<file path="src/rtl/alu_pipe_if.sv">
// Handshake and operand/result bundle for alu_pipe.
// master drives operations and ready_in; slave is the ALU pipeline.
interface alu_pipe_if #(
  parameter int unsigned WIDTH = 6
);
  logic [2:0]       op_in;
  logic             valid_in;
  logic             ready_out;
  logic [WIDTH-1:0] sa_in;
  logic [WIDTH-1:0] sb_in;
  logic             valid_out;
  logic             ready_in;
  logic [WIDTH-1:0] out;
  logic             carry_out;
  logic             ovf_out;
  logic             zero_out;

  modport master (
    output op_in, valid_in, sa_in, sb_in, ready_in,
    input  ready_out, valid_out, out, carry_out, ovf_out, zero_out
  );

  modport slave (
    input  op_in, valid_in, sa_in, sb_in, ready_in,
    output ready_out, valid_out, out, carry_out, ovf_out, zero_out
  );
endinterface

</file>
<file path="src/rtl/alu_pipe.sv">
// alu_pipe: STAGES-deep elastic ALU pipeline (stage 1 computes, later stages buffer).
// Optional macro ALU_PIPE_SAT_EN makes add/sub saturate on signed overflow.
module alu_pipe #(
  parameter int unsigned WIDTH  = 6,
  parameter int unsigned STAGES = 2
) (
  input  logic      clk,
  input  logic      rst_n,
  alu_pipe_if.slave bus
);

  localparam logic [2:0] OP_NOP = 3'd0;
  localparam logic [2:0] OP_ADD = 3'd1;
  localparam logic [2:0] OP_SUB = 3'd2;
  localparam logic [2:0] OP_AND = 3'd3;
  localparam logic [2:0] OP_OR  = 3'd4;
  localparam logic [2:0] OP_XOR = 3'd5;
  localparam logic [2:0] OP_SLL = 3'd6;
  localparam logic [2:0] OP_SRL = 3'd7;

  localparam logic [WIDTH:0] SHIFT_LIMIT = (WIDTH+1)'(WIDTH);

  typedef struct packed {
    logic [WIDTH-1:0] res;
    logic             carry;
    logic             ovf;
    logic             zero;
  } res_t;

  logic [WIDTH:0]  sum;
  logic [WIDTH:0]  dif;
  logic            a_msb;
  logic            b_msb;
  logic            shift_big;
  res_t            alu_c;
  logic [STAGES:1] vld;
  logic [STAGES:1] ld;
  res_t            stg [1:STAGES];

  assign a_msb     = bus.sa_in[WIDTH-1];
  assign b_msb     = bus.sb_in[WIDTH-1];
  assign sum       = {1'b0, bus.sa_in} + {1'b0, bus.sb_in};
  assign dif       = {1'b0, bus.sa_in} - {1'b0, bus.sb_in};
  assign shift_big = ({1'b0, bus.sb_in} >= SHIFT_LIMIT);

`ifdef ALU_PIPE_SAT_EN
  // Overflow direction always follows the sign of A for both add and sub.
  logic [WIDTH-1:0] sat_val;
  assign sat_val = a_msb ? {1'b1, {(WIDTH-1){1'b0}}} : {1'b0, {(WIDTH-1){1'b1}}};
`endif

  // Stage-1 datapath: result and flags from the live inputs.
  always_comb begin
    alu_c = '0;
    case (bus.op_in)
      OP_NOP: alu_c.res = bus.sa_in;
      OP_ADD: begin
        alu_c.res   = sum[WIDTH-1:0];
        alu_c.carry = sum[WIDTH];
        alu_c.ovf   = (a_msb == b_msb) && (sum[WIDTH-1] != a_msb);
      end
      OP_SUB: begin
        alu_c.res   = dif[WIDTH-1:0];
        alu_c.carry = dif[WIDTH];
        alu_c.ovf   = (a_msb != b_msb) && (dif[WIDTH-1] != a_msb);
      end
      OP_AND: alu_c.res = bus.sa_in & bus.sb_in;
      OP_OR:  alu_c.res = bus.sa_in | bus.sb_in;
      OP_XOR: alu_c.res = bus.sa_in ^ bus.sb_in;
      OP_SLL: alu_c.res = shift_big ? '0 : (bus.sa_in << bus.sb_in);
      OP_SRL: alu_c.res = shift_big ? '0 : (bus.sa_in >> bus.sb_in);
      default: alu_c.res = bus.sa_in;
    endcase
`ifdef ALU_PIPE_SAT_EN
    if (((bus.op_in == OP_ADD) || (bus.op_in == OP_SUB)) && alu_c.ovf) begin
      alu_c.res = sat_val;
    end
`endif
    alu_c.zero = (alu_c.res == '0);
  end

  // A stage may load when it is empty or its content moves on; walk back from the output.
  always_comb begin : ld_chain
    logic nxt;
    nxt = bus.ready_in;
    ld  = '0;
    for (int k = STAGES; k >= 1; k--) begin
      nxt   = !vld[k] || nxt;
      ld[k] = nxt;
    end
  end

  always_ff @(posedge clk or negedge rst_n) begin
    if (!rst_n) begin
      vld <= '0;
      for (int k = 1; k <= STAGES; k++) begin
        stg[k] <= '0;
      end
    end else begin
      if (ld[1]) begin
        vld[1] <= bus.valid_in;
        if (bus.valid_in) begin
          stg[1] <= alu_c;
        end
      end
      for (int k = 2; k <= STAGES; k++) begin
        if (ld[k]) begin
          vld[k] <= vld[k-1];
          if (vld[k-1]) begin
            stg[k] <= stg[k-1];
          end
        end
      end
    end
  end

  assign bus.ready_out = ld[1];
  assign bus.valid_out = vld[STAGES];
  assign bus.out       = stg[STAGES].res;
  assign bus.carry_out = stg[STAGES].carry;
  assign bus.ovf_out   = stg[STAGES].ovf;
  assign bus.zero_out  = stg[STAGES].zero;

endmodule
</file>
<file path="src/flat_wrapper.sv">
// flat-port wrapper written by rule: the top's interface ports become plain ports
module alu_pipe_flat 
#(
  parameter int unsigned WIDTH  = 6,
  parameter int unsigned STAGES = 2
)
  (clk, rst_n, bus_op_in, bus_valid_in, bus_sa_in, bus_sb_in, bus_ready_in, bus_ready_out, bus_valid_out, bus_out, bus_carry_out, bus_ovf_out, bus_zero_out);
  alu_pipe_if #(.WIDTH(WIDTH)) bus_i ();
  input  logic clk;
  input  logic rst_n;
  input wire logic [$bits(bus_i.op_in)-1:0] bus_op_in;
  input wire logic [$bits(bus_i.valid_in)-1:0] bus_valid_in;
  input wire logic [$bits(bus_i.sa_in)-1:0] bus_sa_in;
  input wire logic [$bits(bus_i.sb_in)-1:0] bus_sb_in;
  input wire logic [$bits(bus_i.ready_in)-1:0] bus_ready_in;
  output wire logic [$bits(bus_i.ready_out)-1:0] bus_ready_out;
  output wire logic [$bits(bus_i.valid_out)-1:0] bus_valid_out;
  output wire logic [$bits(bus_i.out)-1:0] bus_out;
  output wire logic [$bits(bus_i.carry_out)-1:0] bus_carry_out;
  output wire logic [$bits(bus_i.ovf_out)-1:0] bus_ovf_out;
  output wire logic [$bits(bus_i.zero_out)-1:0] bus_zero_out;
  assign bus_i.op_in = bus_op_in;
  assign bus_i.valid_in = bus_valid_in;
  assign bus_i.sa_in = bus_sa_in;
  assign bus_i.sb_in = bus_sb_in;
  assign bus_i.ready_in = bus_ready_in;
  assign bus_ready_out = bus_i.ready_out;
  assign bus_valid_out = bus_i.valid_out;
  assign bus_out = bus_i.out;
  assign bus_carry_out = bus_i.carry_out;
  assign bus_ovf_out = bus_i.ovf_out;
  assign bus_zero_out = bus_i.zero_out;
  alu_pipe #(.WIDTH(WIDTH), .STAGES(STAGES)) u_core (.clk(clk), .rst_n(rst_n), .bus(bus_i));
endmodule
</file>
<file path="config.mk">
export PLATFORM = sky130hd
export DESIGN_NAME = alu_pipe_flat
export DESIGN_NICKNAME = d
export VERILOG_FILES = /design/src/rtl/alu_pipe_if.sv /design/src/rtl/alu_pipe.sv /design/src/flat_wrapper.sv
export SDC_FILE = /design/constraint.sdc
export NUM_CORES = 1
export LEC_CHECK = 0
export BUFFER_PORTS_ARGS = -buffer_cell sky130_fd_sc_hd__buf_2
export CORE_MARGIN = 5
export CORE_UTILIZATION = 59
export CTS_CLUSTER_SIZE = 20
export DETAILED_ROUTE_END_ITERATION = 16
export PLACE_DENSITY = 0.85
export SYNTH_ARGS = -nofsm -noshare
export SYNTH_HDL_FRONTEND = slang
export SYNTH_SLANG_ARGS = --single-unit
</file>
<file path="constraint.sdc">
create_clock -name clk -period 1.9 [get_ports clk]
set_input_delay 0.38 -clock clk [delete_from_list [all_inputs] [get_ports clk]]
set_output_delay 0.38 -clock clk [all_outputs]
set_load 0.02 [all_outputs]
</file>
---- Word-level counts from Yosys, hierarchy flattened ----
Cells that the tools add are included.
word-level totals
  input port bits ......................... 19
  bits in registers ....................... 20
operators by class
  multiplexer cells ....................... 4
  add/sub/neg operators ................... 2
  order comparisons ....................... 1
  equality and inequality tests ........... 11
  shift-type cells ........................ 2
  bitwise gates (word level) .............. 3
  reduce and logical (&&, ||, !) cells .... 10
operator list
  operator              number
  $pmux W6 S8           1
  $eq A3 B3 Y1 const B  4
  $mux W6               2
  $add A6 B6 Y7         1
  $sub A6 B6 Y7         1
  $and A6 B6 Y6         1
  $eq A3 B2 Y1 const B  2
  $ge A6 B3 Y1 const B  1
  $logic_not A6 Y1      1
  $or A6 B6 Y6          1
  $shl A6 B6 Y6         1
  $shr A6 B6 Y6         1
  $xor A6 B6 Y6         1
  $pmux W2 S2           1
  $reduce_and A2 Y1     2
  $eq A3 B1 Y1 const B  1
  $logic_not A3 Y1      1
  $ne A1 B1 Y1          3
  $logic_and A1 B1 Y1   2
  $logic_not A1 Y1      2
  $logic_or A1 B1 Y1    2
  $eq A1 B1 Y1          1

---- Logic depth before layout (Yosys ltp) ----
  depth in word-level cells ............... 4
  gate-level depth with buffers ........... 10
  depth with buffers taken out ............ 10

---- Worst setup path after synthesis ----
No wires, ideal clock.
  path type ............................... input port to flip-flop
  from .................................... input port bus_sb_in[1]
  to ...................................... register u_core.stg[17] in the netlist's numbering
  setup time .............................. 128 ps
  stages .................................. 10
  required time ........................... 1,772 ps
  data arrival time ....................... 2,419 ps
  slack ................................... -647 ps
  cell sequence ........................... buf_6 -> buf_2 -> inv_1 -> ha_1 -> a211oi_1 -> nor2_1 -> mux2_4 -> a211oi_2 -> a21oi_2 -> mux2_1
on the way
  longest elaborated chain between the ends .. 3
ends and longest elaborated chain
  item                                        RTL line                        text
  start, declared                             flat_wrapper.sv:14              input wire logic [$bits(bus_i.sb_in)-1:0] bus_sb_in;
  $ge A6 B3 Y1, or another cell as far along  alu_pipe.sv:44                  assign shift_big = ({1'b0, bus.sb_in} >= SHIFT_LIMIT);
  $mux W6 (on tied branches)                  alu_pipe.sv:71, alu_pipe.sv:70
  $pmux W6 S8 (*)                             alu_pipe.sv:55                  case (bus.op_in)
  end signal, assigned by index               alu_pipe.sv:110                 stg[k] <= stg[k-1];
  end, declared                               alu_pipe.sv:38                  res_t stg [1:STAGES];
Every way passes the cells marked *; elsewhere a longest branch is shown, timed or not.
A chain may end at the register's enable or synchronous reset.

---- Final worst setup path ----
  from .................................... input port bus_sb_in[2]
  to ...................................... register u_core.stg[10] in the netlist's numbering
on the way
  longest elaborated chain between the ends .. 4
ends and longest elaborated chain
  item                                            RTL line
  $sub A6 B6 Y7 or $add A6 B6 Y7 (tied branches)  alu_pipe.sv:43, alu_pipe.sv:42
  $ne A1 B1 Y1 (on tied branches)                 alu_pipe.sv:65, alu_pipe.sv:60
  $logic_and A1 B1 Y1 (on tied branches)          alu_pipe.sv:65, alu_pipe.sv:60
  $pmux W2 S2 (*)                                 alu_pipe.sv:55
Marks and branches as above.

==> flow_summary.yaml <==
hold_path:
  hp-class: "primary input to asynchronous set/reset pin"
timing:
  fin_tns_setup_ns: -1.863
  max_slew_margin_pct: 62.70
  finalCriticalPeriod_ns: 2.391
  setup_slack_ns: -0.4907
  rsz0062_at_grt: "yes"
  drv_slew: 0
  setup_viol: 9
  holdWs_ns: 0.04837
  hold_violations: 0
  worst_pin_slew_ns: 0.5594
  fmax_mhz: 418.3
  min_period_over_period_pct: 125.8
  skew_ns: 0.004249
setup_path:
  required_ns: 2.02
  critical_path.max_stage_delay_ns: 0.40
  critPathCaptureType: "flop"
  crit_fanout: 4
  cpMaxStageDelayCell: "a31oi_1"
  cp.arrival_ns: 2.51
  start_kind: "primary input"
  critPathKind: "primary input to flop"
  cp_cell_sequence: "buf_2 -> buf_4 -> ha_2 -> a211oi_4 -> buf_4 -> buf_4 -> o21bai_1 -> a21oi_1 -> xnor2_1 -> nand3b_1 -> a31oi_1"
  crit_top_cell: "buf_4"
power_and_ir_drop:
  power_switching_mw: 0.8123
  leakagePower_nw: 1.552
  vdd_drop_max_v: 0.0003357
  combinationalPowerShare_pct: 50.8
  p_int_mw: 1.256
  p_sw_share_pct: 39.28
  power.density_nw_per_um2: 602.8
  clkPwrFrac_pct: 21.1
  seq_power_share_pct: 28.1
die:
  die_w_um: 71.94
  start_util_pct: 61.36
  design.core.area_um2: 3689
  design.die.area_um2: 5175
  die_y_um: 71.94
  io_pins: 30
  rows: 22
synth:
  ys_warn_count: 0
  netlist_area_um2: 2263
  synth_area_per_cell_um2: 8.606
  yosys_register_bits: 20
  syn_nets: 303
  synthFlopType: "dfrtp_1"
  synth-edff-count: 0
  syn_inst: 263
  synth_cell_types: 64
  async_flop_share_pct: 100.0
  yosysSeqAreaShare_pct: 22.11
final_layout:
  insertedDiodeCount: 0
  final_area_um2: 3431
  fin_nets: 400
  drive_gt1_share_pct: 53.48
  syn_to_final_growth_pct: 51.58
  fillers: 121
global_routing:
  grt_antenna_before_repair: 0
  grt_pass1_wl_um: 14390
  grt_overflow: 0
  grt_pass1_vias: 2815
  grt_max_degree: 21
  grt_usage_pct: 35.85
placement:
  gp_congestion: 0.9380
  io_buffers: 29
  placed_area_um2: 2934
  hpwl_um: 5702
drt:
  wirelength_um: 11390
  drtIter0Drc: 630
  via_per_inst: 7.408
  drt_pass1_iterations: 7
  remaining_drc_errors: 0
  routed-via-count: 3015
  wl_per_cell_um: 27.99
  ant_nets: 0
clocking:
  clockBufferDepth: 2
  cts.clk_slew.worst_paths_ns: 0.08
  clk_latency_ns: 0.27
  cts_tree: "done"
  root_buffer: "clkbuf_8"
  htree_levels: 1
  clock_sink_count: 20
  numCtsBuffers: 3
run:
  drv_cap: 0
run_status:
  violations: "negative setup slack"
  status: "finished, violations left"
[routing by layer]
metal	up-vias	routed length, µm	global-route usage, %
met5	-	0	0
met4	0	1086	27.35
met3	125	1355	7.479
met2	364	5256	61.63
met1	1380	3693	38.31
li1	1146	-	-
[through the flow]
stage               std cells  setup slack, ns  utilization (%)  power, mW
global route              407          -0.6361            93.01      2.106
floorplan                 263          -0.4019                -      1.076
CTS                       405          -0.1219            88.57      1.871
finish                    407          -0.4907            93.01      2.068
detailed placement        390          -0.5908            79.55      1.368
global placement          390          -0.4784            79.55      1.321
[what timing repair did]
| action | CTS | global route |
|---|---|---|
| endpoints found under the hold margin | 0 | 0 |
| hold buffers | 0 | 0 |
| pin swaps | 21 | 19 |
| gates resized for setup | 48 | 29 |
| setup endpoints to repair | 8 | 9 |
| setup buffers | 11 | 3 |
[synthesized netlist by cell type, types with 4 or more instances]
library cell / count / area share [%]
o21ai_0: 16 / 3.5
clkbuf_1: 5 / 0.83
a21oi_1: 10 / 2.2
nand3b_1: 5 / 1.7
nand3_1: 7 / 1.5
buf_4: 9 / 3.0
mux2_2: 11 / 5.5
nor2_1: 21 / 3.5
dfrtp_1: 20 / 22
buf_2: 8 / 1.8
ha_1: 19 / 11
nand2_1: 15 / 2.5
a31oi_1: 6 / 1.7
nand2b_1: 8 / 2.2
o21a_1: 4 / 1.3
a211oi_1: 5 / 1.7
mux2i_1: 9 / 4.0
inv_1: 16 / 2.7
[layout by cell type, fill, tap and decap left out, types with 3 or more instances in the layout]
| cell | synthesis | routed |
|---|---|---|
| nand3b_1 | 5 | 5 |
| a21oi_2 | 1 | 4 |
| nor2_1 | 21 | 18 |
| nor2b_1 | 3 | 3 |
| dfrtp_1 | 20 | 20 |
| mux2_2 | 11 | 9 |
| mux2_4 | 1 | 4 |
| nand2_1 | 15 | 15 |
| ha_1 | 19 | 9 |
| a221oi_2 | 0 | 3 |
| xnor2_1 | 3 | 3 |
| ha_2 | 0 | 5 |
| clkbuf_8 | 0 | 3 |
| nor3b_1 | 3 | 3 |
| buf_2 | 8 | 26 |
| ha_4 | 0 | 5 |
| a21oi_1 | 10 | 7 |
| nand3_1 | 7 | 5 |
| a211oi_1 | 5 | 3 |
| nand2b_1 | 8 | 7 |
| o21ai_0 | 16 | 10 |
| mux2i_1 | 9 | 9 |
| inv_1 | 16 | 10 |
| buf_4 | 9 | 80 |
| buf_6 | 1 | 6 |
| o21a_1 | 4 | 4 |
| a31oi_1 | 6 | 5 |
| inv_2 | 0 | 4 |
| o21ai_2 | 0 | 6 |
[final timing paths]
check                                   startpoint                 end  slack [ns]  cells past startpoint
worst max-delay path                  bus_sb_in[2]      u_core.stg[10]       -0.49                     11
worst min-delay path                         rst_n   u_core.bus.out[3]        0.05                      1
worst max register to register       u_core.vld[1]       u_core.stg[9]       -0.05                      4
worst min register to register  u_core.bus.ovf_out  u_core.bus.ovf_out        0.50                      1
max in group asynchronous                    rst_n      u_core.stg[11]        1.54                      1
min in group clk                      bus_valid_in       u_core.vld[1]        0.37                      2
[worst max-delay path: cells and delay by family]
family	cells	cell delay, ns
adder cells (fa/ha/maj)	1	0.24
AO/OA/AOI/OAI	4	1.00
AND/OR/NAND/NOR	1	0.15
buffers and inverters	4	0.56
XOR/XNOR	1	0.18
[registers in the layout (all words and copies together) (netlist names)]
name and flops:
u_core.bus.carry_out 1, u_core.bus.out 6, u_core.bus.ovf_out 1, u_core.vld 2, u_core.bus.zero_out 1, u_core.stg 9
[cell type report]
cell class	instances	area, µm²	area share, %
sequential	20	500.5	14.59
clock inverter	1	30.03	0.8753
clock buffer	3	41.29	1.204
inverter	16	66.31	1.933
multi-input combinational	204	1879	54.78
tap	48	60.06	1.751
timing repair buffer	115	853.3	24.87
[power groups by stage]
stage                     clock, mW  combinational (mW)  sequential [mW]
after floorplan                   0               0.502            0.574
after global placement            0               0.757            0.564
after detailed placement          0               0.798            0.570
after CTS                     0.421               0.884            0.566
after global routing          0.440                1.08            0.583
final                         0.437                1.05            0.582
[cells by family (layout without fill, tap and decap cells)]
group	after synthesis	after routing	synth area share, %
AOI/OAI and AO/OA	74	74	23.83
muxes	23	23	11.61
and+or+nand+nor	82	82	19.90
buffers and inverters	39	135	8.734
xor gates and xnor gates	4	4	1.548
adders and majority gates	21	21	12.27
DFF	20	20	22.11
(Power assumes the default switching activity.)
